<file path="src/rtl/instr_fetch_buf.sv">
`default_nettype none
// ============================================================================
// Module   : instr_fetch_buf
// Purpose  : Instruction fetch / prefetch buffer. On start, streams n_instr
//            words from the instruction SRAM beginning at base_instr_addr.
//            Reads are credit-limited so that words returning from the
//            fixed-latency SRAM pipeline always fit in a small FIFO. The
//            controller drains the FIFO through a valid/ready handshake.
// Ports    : clk, rst (async, active-high)
//            start, base_instr_addr, n_instr   - fetch request
//            mem_rd_en, mem_rd_addr, mem_rd_data - SRAM read port
//            instr, instr_vld, instr_rdy        - controller handshake
//            busy, done, stall_cnt              - status
// Config   : INSTR_FETCH_STALL_CNT_EN enables the saturating starvation
//            counter on stall_cnt; otherwise stall_cnt is tied to zero.
// Revision : 1.0 - initial release
// ============================================================================
module instr_fetch_buf #(
    parameter int INSTR_L      = 32,
    parameter int INSTR_ADDR_L = 16,
    parameter int DEPTH        = 4,
    parameter int MEM_RD_LAT   = 1
) (
    input  logic                    clk,
    input  logic                    rst,
    input  logic                    start,
    input  logic [INSTR_ADDR_L-1:0] base_instr_addr,
    input  logic [INSTR_ADDR_L-1:0] n_instr,
    output logic                    mem_rd_en,
    output logic [INSTR_ADDR_L-1:0] mem_rd_addr,
    input  logic [INSTR_L-1:0]      mem_rd_data,
    output logic [INSTR_L-1:0]      instr,
    output logic                    instr_vld,
    input  logic                    instr_rdy,
    output logic                    busy,
    output logic                    done,
    output logic [31:0]             stall_cnt
);

    localparam int c_PTR_W = $clog2(DEPTH);
    localparam int c_CNT_W = c_PTR_W + 1;
    // Occupancy (fifo + inflight) can reach 2*DEPTH transiently in the sum.
    localparam int c_OCC_W = c_CNT_W + 1;
    localparam logic [c_OCC_W-1:0] c_DEPTH_OCC = c_OCC_W'(DEPTH);

    localparam logic [1:0] c_S_IDLE  = 2'd0;
    localparam logic [1:0] c_S_FETCH = 2'd1;
    localparam logic [1:0] c_S_DRAIN = 2'd2;

    logic [1:0]              r_state;
    logic [1:0]              w_state_nxt;

    logic [INSTR_ADDR_L-1:0] r_rd_ptr;
    logic [INSTR_ADDR_L-1:0] r_remaining;
    logic                    r_mem_rd_en;
    logic [INSTR_ADDR_L-1:0] r_mem_rd_addr;
    logic [MEM_RD_LAT-1:0]   r_tag;
    logic [c_CNT_W-1:0]      r_inflight;
    logic [c_CNT_W-1:0]      r_fifo_cnt;
    logic [c_PTR_W-1:0]      r_wr_idx;
    logic [c_PTR_W-1:0]      r_rd_idx;
    logic [INSTR_L-1:0]      r_mem [DEPTH];
    logic                    r_done;

    logic                    w_pop;
    logic                    w_push;
    logic [c_OCC_W-1:0]      w_occ;
    logic                    w_start_go;
    logic                    w_issue;
    logic [INSTR_ADDR_L-1:0] w_issue_addr;
    logic [INSTR_ADDR_L-1:0] w_issue_rem;
    logic                    w_last_issue;
    logic [c_CNT_W-1:0]      w_inflight_nxt;
    logic [c_CNT_W-1:0]      w_fifo_cnt_nxt;
    logic                    w_drained;
    logic                    w_done_nxt;

    // ------------------------------------------------------------------
    // Issue / credit control
    // ------------------------------------------------------------------
    assign w_pop  = instr_vld && instr_rdy;
    // The oldest tag bit marks that mem_rd_data carries a requested word now.
    assign w_push = r_tag[MEM_RD_LAT-1];

    // A pop this cycle frees a slot that a read may claim in the same cycle.
    assign w_occ = c_OCC_W'(r_fifo_cnt) - c_OCC_W'(w_pop) + c_OCC_W'(r_inflight);

    // The first read is decided in the start cycle so that the registered
    // strobe appears together with busy one cycle later.
    assign w_start_go   = (r_state == c_S_IDLE) && start && (n_instr != '0);
    assign w_issue      = w_start_go || ((r_state == c_S_FETCH) && (w_occ < c_DEPTH_OCC));
    assign w_issue_addr = w_start_go ? base_instr_addr : r_rd_ptr;
    assign w_issue_rem  = w_start_go ? n_instr : r_remaining;
    assign w_last_issue = w_issue && (w_issue_rem == INSTR_ADDR_L'(1));

    assign w_inflight_nxt = r_inflight + c_CNT_W'(w_issue) - c_CNT_W'(w_push);
    assign w_fifo_cnt_nxt = r_fifo_cnt + c_CNT_W'(w_push) - c_CNT_W'(w_pop);
    // Evaluated on next-cycle values so done and !busy land together.
    assign w_drained      = (w_inflight_nxt == '0) && (w_fifo_cnt_nxt == '0);

    // ------------------------------------------------------------------
    // FSM: state register
    // ------------------------------------------------------------------
    always_ff @(posedge clk or posedge rst) begin
        if (rst) begin
            r_state <= c_S_IDLE;
        end else begin
            r_state <= w_state_nxt;
        end
    end

    // ------------------------------------------------------------------
    // FSM: next state
    // ------------------------------------------------------------------
    always_comb begin
        w_state_nxt = r_state;
        case (r_state)
            c_S_IDLE: begin
                if (w_start_go) begin
                    w_state_nxt = w_last_issue ? c_S_DRAIN : c_S_FETCH;
                end
            end
            c_S_FETCH: begin
                if (w_last_issue) begin
                    w_state_nxt = c_S_DRAIN;
                end
            end
            c_S_DRAIN: begin
                if (w_drained) begin
                    w_state_nxt = c_S_IDLE;
                end
            end
            default: w_state_nxt = c_S_IDLE;
        endcase
    end

    // ------------------------------------------------------------------
    // FSM: outputs
    // ------------------------------------------------------------------
    always_comb begin
        busy       = (r_state != c_S_IDLE);
        w_done_nxt = 1'b0;
        case (r_state)
            c_S_IDLE:  w_done_nxt = start && (n_instr == '0);
            c_S_DRAIN: w_done_nxt = w_drained;
            default:   w_done_nxt = 1'b0;
        endcase
    end

    // ------------------------------------------------------------------
    // Datapath registers
    // ------------------------------------------------------------------
    always_ff @(posedge clk or posedge rst) begin
        if (rst) begin
            r_rd_ptr      <= '0;
            r_remaining   <= '0;
            r_mem_rd_en   <= 1'b0;
            r_mem_rd_addr <= '0;
            r_tag         <= '0;
            r_inflight    <= '0;
            r_fifo_cnt    <= '0;
            r_wr_idx      <= '0;
            r_rd_idx      <= '0;
            r_done        <= 1'b0;
        end else begin
            r_mem_rd_en <= w_issue;
            if (w_issue) begin
                r_mem_rd_addr <= w_issue_addr;
                r_rd_ptr      <= w_issue_addr + INSTR_ADDR_L'(1);
                r_remaining   <= w_issue_rem - INSTR_ADDR_L'(1);
            end
            r_tag      <= (r_tag << 1) | MEM_RD_LAT'(r_mem_rd_en);
            r_inflight <= w_inflight_nxt;
            r_fifo_cnt <= w_fifo_cnt_nxt;
            if (w_push) begin
                r_wr_idx <= r_wr_idx + c_PTR_W'(1);
            end
            if (w_pop) begin
                r_rd_idx <= r_rd_idx + c_PTR_W'(1);
            end
            r_done <= w_done_nxt;
        end
    end

    // FIFO storage needs no reset: entries are only observed when counted.
    always_ff @(posedge clk) begin
        if (w_push) begin
            r_mem[r_wr_idx] <= mem_rd_data;
        end
    end

    assign mem_rd_en   = r_mem_rd_en;
    assign mem_rd_addr = r_mem_rd_addr;
    assign instr_vld   = (r_fifo_cnt != '0);
    assign instr       = instr_vld ? r_mem[r_rd_idx] : '0;
    assign done        = r_done;

    // ------------------------------------------------------------------
    // Starvation statistic
    // ------------------------------------------------------------------
`ifdef INSTR_FETCH_STALL_CNT_EN
    logic [31:0] r_stall_cnt;

    always_ff @(posedge clk or posedge rst) begin
        if (rst) begin
            r_stall_cnt <= '0;
        end else if ((r_state == c_S_IDLE) && start) begin
            r_stall_cnt <= '0;
        end else if (busy && instr_rdy && !instr_vld && (r_stall_cnt != '1)) begin
            r_stall_cnt <= r_stall_cnt + 32'd1;
        end
    end

    assign stall_cnt = r_stall_cnt;
`else
    assign stall_cnt = 32'd0;
`endif

endmodule
`default_nettype wire

</file>
<file path="config.mk">
export PLATFORM = sky130hd
export DESIGN_NAME = instr_fetch_buf
export DESIGN_NICKNAME = d
export VERILOG_FILES = /design/src/rtl/instr_fetch_buf.sv
export SDC_FILE = /design/constraint.sdc
export NUM_CORES = 1
export LEC_CHECK = 0
export ABC_AREA = 1
export BUFFER_PORTS_ARGS = -buffer_cell sky130_fd_sc_hd__buf_2
export CAP_MARGIN = 20
export CORE_MARGIN = 2
export CORE_UTILIZATION = 57
export DETAILED_ROUTE_END_ITERATION = 8
export PLACE_DENSITY = 0.87
export SLEW_MARGIN = 5
export SYNTH_ARGS = -nofsm -noshare
export SYNTH_HDL_FRONTEND = slang
export SYNTH_SLANG_ARGS = --single-unit
</file>
<file path="constraint.sdc">
create_clock -name clk -period 4.7 [get_ports clk]
set_clock_uncertainty 0.2 [all_clocks]
set_input_delay 0.94 -clock clk [delete_from_list [all_inputs] [get_ports clk]]
set_output_delay 0.94 -clock clk [all_outputs]
set_load 0.02 [all_outputs]
</file>
* Yosys cells after proc, flatten, opt, wreduce, memory -nomap -nowiden *
Memory sizes are Yosys's and may differ from the RTL's.
Cells that the tools add are included.

word-level totals
  flip-flop bits (word level) = 63
  bits in writable memories = 128
  bits of input ports = 68
  output and inout port bits = 84
  logic and storage cells = 56
  memories kept = 1

operators by class
  $add $sub $neg = 10
  magnitude comparators = 1
  equal/unequal tests = 6
  mux-type cells = 11
  reduce and logical (&&, ||, !) cells = 16

memories
  memory  depth  width  read ports  clocked after memory_dff  wr ports  RTL line  RTL
  r_mem   4      32     1           0                         1         62        logic [INSTR_L-1:0] r_mem [DEPTH];

operators with widths
  operator                                                     number
  two-way mux 16 bit                                           2
  two-way mux 32 bit                                           1
  adder 16 x 1 -> 16 bit (second input constant)               1
  equality test 16 x 1 -> 1 bit (second input constant)        1
  zero test 16 bit                                             1
  nonzero test 16 bit                                          1
  subtractor 16 x 1 -> 16 bit (second input constant)          1
  two-way mux 2 bit                                            4
  logical AND 1 bit                                            7
  adder 3 x 1 -> 3 bit                                         2
  zero test 3 bit                                              2
  inequality test 2 bit (second input constant)                3
  case mux 2 bit (3 select lines)                              1
  subtractor 3 x 1 -> 3 bit                                    2
  adder 2 x 1 -> 2 bit (second input constant)                 2
  adder 4 x 3 -> 4 bit                                         1
  less-than comparator 4 x 3 -> 1 bit (second input constant)  1
  subtractor 3 x 1 -> 4 bit                                    1
  AND reduction 3 bit                                          1
  nonzero test 3 bit                                           1
  equality test 2 x 1 -> 1 bit (second input constant)         1
  equality test 2 bit (second input constant)                  1
  zero test 2 bit                                              1
  two-way mux 1 bit                                            2
  other kinds (3)                                              3

* Depth between registers and ports, before layout *
  word-level depth = 13
  depth in mapped cells = 24
  mapped depth without buffers = 23

* Least setup slack after synthesis *
OpenSTA, ideal clock, no wires.

  path type = register to register
  from = register r_fifo_cnt[1]
  to = register r_done, in the netlist done
  library setup time = 101 ps
  arrival time = 3787 ps
  required time = 4399 ps
  setup slack = 612 ps
  stages on the path, launching flop included = 23
  path buffers = 1
  clock period less this slack = 4088 ps
  path through = dfrtp_1 nor3_1 inv_1 nand2_1 inv_1 ha_1 inv_1 ha_1 a31oi_1 nand2_1 nand3_1 nand2_1 inv_2 buf_2 ha_1 inv_1 ha_1 inv_1 fa_1 xor2_1 xor2_1 nand3_1 o32ai_1

between the ends
  word-level cells in the longest chain between the ends = 12
  elaborated cells between the ends (all ways) = 15
  those cells by class = add/sub: 6; order compare: 1; mux: 1; reduce/logical: 7

RTL lines
  what                                 RTL line  RTL
  start, declared                      59        logic [c_CNT_W-1:0] r_fifo_cnt;
  start signal, assigned               174       r_fifo_cnt <= w_fifo_cnt_nxt;
  nonzero test 3 bit (*)               194       assign instr_vld = (r_fifo_cnt != '0);
  net instr_vld                        33        output logic instr_vld,
  logical AND 1 bit (*)                81        assign w_pop = instr_vld && instr_rdy;
  net w_pop                            65        logic w_pop;
  subtractor 3 x 1 -> 4 bit            86        assign w_occ = c_OCC_W'(r_fifo_cnt) - c_OCC_W'(w_pop) + c_OCC_W'(r_inflight);
  adder 4 x 3 -> 4 bit                 86
  less-than comparator 4 x 3 -> 1 bit  91        assign w_issue = w_start_go || ((r_state == c_S_FETCH) && (w_occ < c_DEPTH_OCC));
  logical AND 1 bit                    91
  logical OR 1 bit                     91
  adder 3 x 1 -> 3 bit                 96        assign w_inflight_nxt = r_inflight + c_CNT_W'(w_issue) - c_CNT_W'(w_push);
  subtractor 3 x 1 -> 3 bit            96
  zero test 3 bit                      99        assign w_drained = (w_inflight_nxt == '0) && (w_fifo_cnt_nxt == '0);
  logical AND 1 bit (*)                99
  case mux 1 bit (2 select lines) (*)  143       case (r_state)
  net w_done_nxt                       76        logic w_done_nxt;
  end signal, assigned                 181       r_done <= w_done_nxt;
  end, declared                        63        logic r_done;

The timed path passes the listed nets; every way through them passes the cells marked *.
A chain may end at the register's enable or synchronous reset.

* Worst setup path in the final report *
  from = register r_fifo_cnt[2]
  to = register r_done, in the netlist done

between the ends
  word-level cells in the longest chain between the ends = 12
  elaborated cells between the ends (all ways) = 15
  those cells by class = add/sub: 6; order compare: 1; mux: 1; reduce/logical: 7

RTL lines
  what                                 RTL line
  nonzero test 3 bit (*)               194
  logical AND 1 bit (*)                81
  net w_pop                            65
  subtractor 3 x 1 -> 4 bit            86
  adder 4 x 3 -> 4 bit                 86
  less-than comparator 4 x 3 -> 1 bit  91
  logical AND 1 bit                    91
  logical OR 1 bit                     91
  adder 3 x 1 -> 3 bit                 96
  subtractor 3 x 1 -> 3 bit            96
  zero test 3 bit                      99
  logical AND 1 bit (*)                99
  case mux 1 bit (2 select lines) (*)  143
  net w_done_nxt                       76

Marks and branches as above.

==> metrics.txt <==
Critical Path Start Type flop; Leak 4.69 nW; pin count of the biggest net entering global routing 66; Post-DRT Antenna Nets 0; Clock Tree Root clkbuf_16; Tot Pwr 0.00769 W; post-DP HPWL 13100 um; # Post-CTS Setup Buffers 0; Distinct cells, synth 38; Synth Flop Type edfxtp_1; initial drt markers 556; most frequent cells in the layout nand2_1 (218), nor2_1 (184), edfxtp_1 (128); post-synth top area share 40.9%; Area Growth Syn to Fin 12.8%; PostCTS Resize Cnt 0; Longest Clk Path Bufs 2; relative slew slack 54.0%; crit-path leading delay family adder cells; WS Path Type flop to flop; via count 7167; logic gate share of total power 50.0%; gr ovfl total 0; Worst path slowest cell dfrtp_1; achievable clock frequency 262 MHz; CP max stage delay 390 ps; Setup TNS 0 ps; diode count 0; fin nets 1208; Post-CTS Hold Buffers 0; die width 132 um; period utilisation layout 81.2%; CP Data Arrival Time 3950 ps; Worst Setup End Kind flop; Max Cap Viol 0; global-route wire length before repair 32900 um; placed cell count 1320; CP cell instances nor3_2 > inv_1 > nand2_1 > inv_1 > ha_1 > inv_1 > ha_1 > a31oi_1 > inv_1 > nand2_1 > nand3_1 > nand2_1 > inv_2 > ha_1 > inv_1 > ha_1 > inv_1 > fa_1 > xor2_1 > xor2_1 > nand3_1 > o32ai_1; crit-path most repeated cell inv_1; unrepaired setup endpoints after global routing false; Synth area leaders edfxtp_1 (41%), dfrtp_1 (17%), nand2_1 (8.7%), nor2_1 (7.3%), o21ai_0 (4.6%); CTS sink cnt 191; Clock power frac 18.3%; stages on the worst setup path 22; initial core utilization 58.8%; hold path startpoint mem_rd_en$_DFF_PP0_; final WL 20300 um; RePlAce Congestion 0.911; vias in the first global route 6729; Avg Inst Size Synth 9.24 sq um; GRT Overall Usage 23.4%; Final Hold Vio Count 0; Post-synth EDFFs 128; Site Rows 46; Worst R2R Path Depth 22; drt wl/cell 15.0 um; PortBufs 119; share of layout cells above drive strength 1 18.0%; Int Pwr 0.00414 W; clk_lat worst skew 430 ps; commonest non-fill, non-tap cell in the layout nand2_1; TritonRoute pass-1 iters 5; Yosys warnings 0; sw frac 46.1%; Synth area leader edfxtp_1; CORE AREA 0.0160 sq mm; Seq pwr share 31.8%; CTS tree yes; Psw 0.00354 W; WHS Path Cells 0; IO Count 152; cell count after synthesis 1018; placed inst area 0.0100 sq mm; status complete, no violations; worst-path fanout max 2; Die Span Y 132 um; total die area 0.0175 sq mm; Worst Setup SP r_fifo_cnt[2]$_DFF_PP0_; Design Area, Final 0.0106 sq mm; mapped cell area 0.00940 sq mm; initial antenna violation count 0; CP Buf/Inv Count 7; reg2reg start r_fifo_cnt[2]$_DFF_PP0_; Yosys reg bits 191; Via-to-Cell Ratio 5.30; Req. time, crit path 4830 ps; setup violators final 0; fin util 66.3%; Tightest Pin Transition 690 ps; drt drc 0; HP Class flop to flop; CTS clk-pin slew, worst paths 70 ps; post-synthesis sequential area ratio 57.6%; final std cells w/o fill 1352; fillcell total 1231; Pwr Density 724 mW/mm^2; total CTS buffers 17; min Tclk post-route 3820 ps; Worst IR Drop VDD 643 uV; Slew Viols, Final 0; CTS HTree Levels 4; asr flop ratio synth 33.0%
-- flip-flops by register name, indices dropped and copies added (netlist names) --
name         flops
done             1
r_rd_idx         2
r_fifo_cnt       3
r_rd_ptr        16
r_state          2
mem_rd_addr     16
r_tag            1
r_remaining     16
r_inflight       3
r_wr_idx         2
mem_rd_en        1
r_mem          128
-- per-layer routing --
metal	track usage (%)	up-vias	share of wire, %
li1	-	3508	-
met1	30.0	3350	42
met2	40.4	283	50
met3	4.21	26	6.9
met4	7.77	0	1.2
met5	0	-	0
-- metrics by stage --
step	hold WS [ps]	setup slack, ps
after global routing	212	524
after CTS	197	850
after global placement	172	673
after floorplan	241	612
final	190	884
after detailed placement	175	495
-- synthesized netlist by cell type (2+ instances only) --
master,count
a31oi_1,8
nand3b_1,8
buf_6,5
or2_2,2
nor2_4,7
o21ai_1,10
nor2_2,4
nand4_1,5
nand2_2,8
nand2_4,2
nand3_1,54
nor2_1,184
buf_2,10
nand2_1,218
inv_2,7
buf_4,34
nand3_2,3
fa_1,2
o22ai_1,4
buf_1,5
xor2_1,8
clkbuf_1,23
a21oi_1,35
dfrtp_1,63
ha_1,15
edfxtp_1,128
o211ai_1,3
o21ai_2,2
o21ai_0,87
inv_1,66
-- layout make-up --
cell class                 instances  area, sq um  area share (%)
clock buffer                      17          425            4.01
clock inverter                    15          163            1.53
inverter                          73          274            2.58
multi-input combinational        708         3360            31.7
sequential                       191         5420            51.1
tap                              216          270            2.55
timing repair buffer             132          693            6.53
-- worst register-to-register path: stages (launching register included) --
cell and delay (ps):
dfrtp_1 390, nor3_2 210, inv_1 70, nand2_1 80
inv_1 60, ha_1 210, inv_1 70, ha_1 220
a31oi_1 220, inv_1 60, nand2_1 70, nand3_1 90
nand2_1 100, inv_2 50, ha_1 260, inv_1 60
ha_1 140, inv_1 50, fa_1 370, xor2_1 180
xor2_1 190, nand3_1 130, o32ai_1 240
-- path summary, 6_finish.rpt --
| kind | end | slack [ps] |
|---|---|---|
| setup / recovery | done$_DFF_PP0_ | 880 |
| hold / removal | r_tag$_DFF_PP0_ | 190 |
| setup reg to reg | done$_DFF_PP0_ | 880 |
| hold reg to reg | r_tag$_DFF_PP0_ | 190 |
| max in group asynchronous | r_remaining[6]$_DFFE_PP0P_ | 3010 |
| min in group asynchronous | mem_rd_addr[7]$_DFFE_PP0P_ | 410 |
-- power by group through the flow --
stage	Combinational, W	Clock [W]	Sequential [W]
finish	0.00384	0.00140	0.00244
global route	0.00429	0.00148	0.00248
CTS	0.00384	0.00142	0.00244
detailed placement	0.00382	0	0.00247
global placement	0.00369	0	0.00246
floorplan	0.00280	0	0.00250
-- cell families after synthesis --
| logic type | count (synthesis) | share of synthesized area (%) |
|---|---|---|
| xor+xnor | 8 | 0.745 |
| simple gates | 499 | 22.7 |
| mux | 1 | 0.120 |
| other cells | 1 | 0.0399 |
| fa+ha+maj | 17 | 2.42 |
| flops | 191 | 57.6 |
| compound gates | 151 | 8.42 |
| buf+inv | 150 | 7.88 |
(Power assumes the default switching activity.)
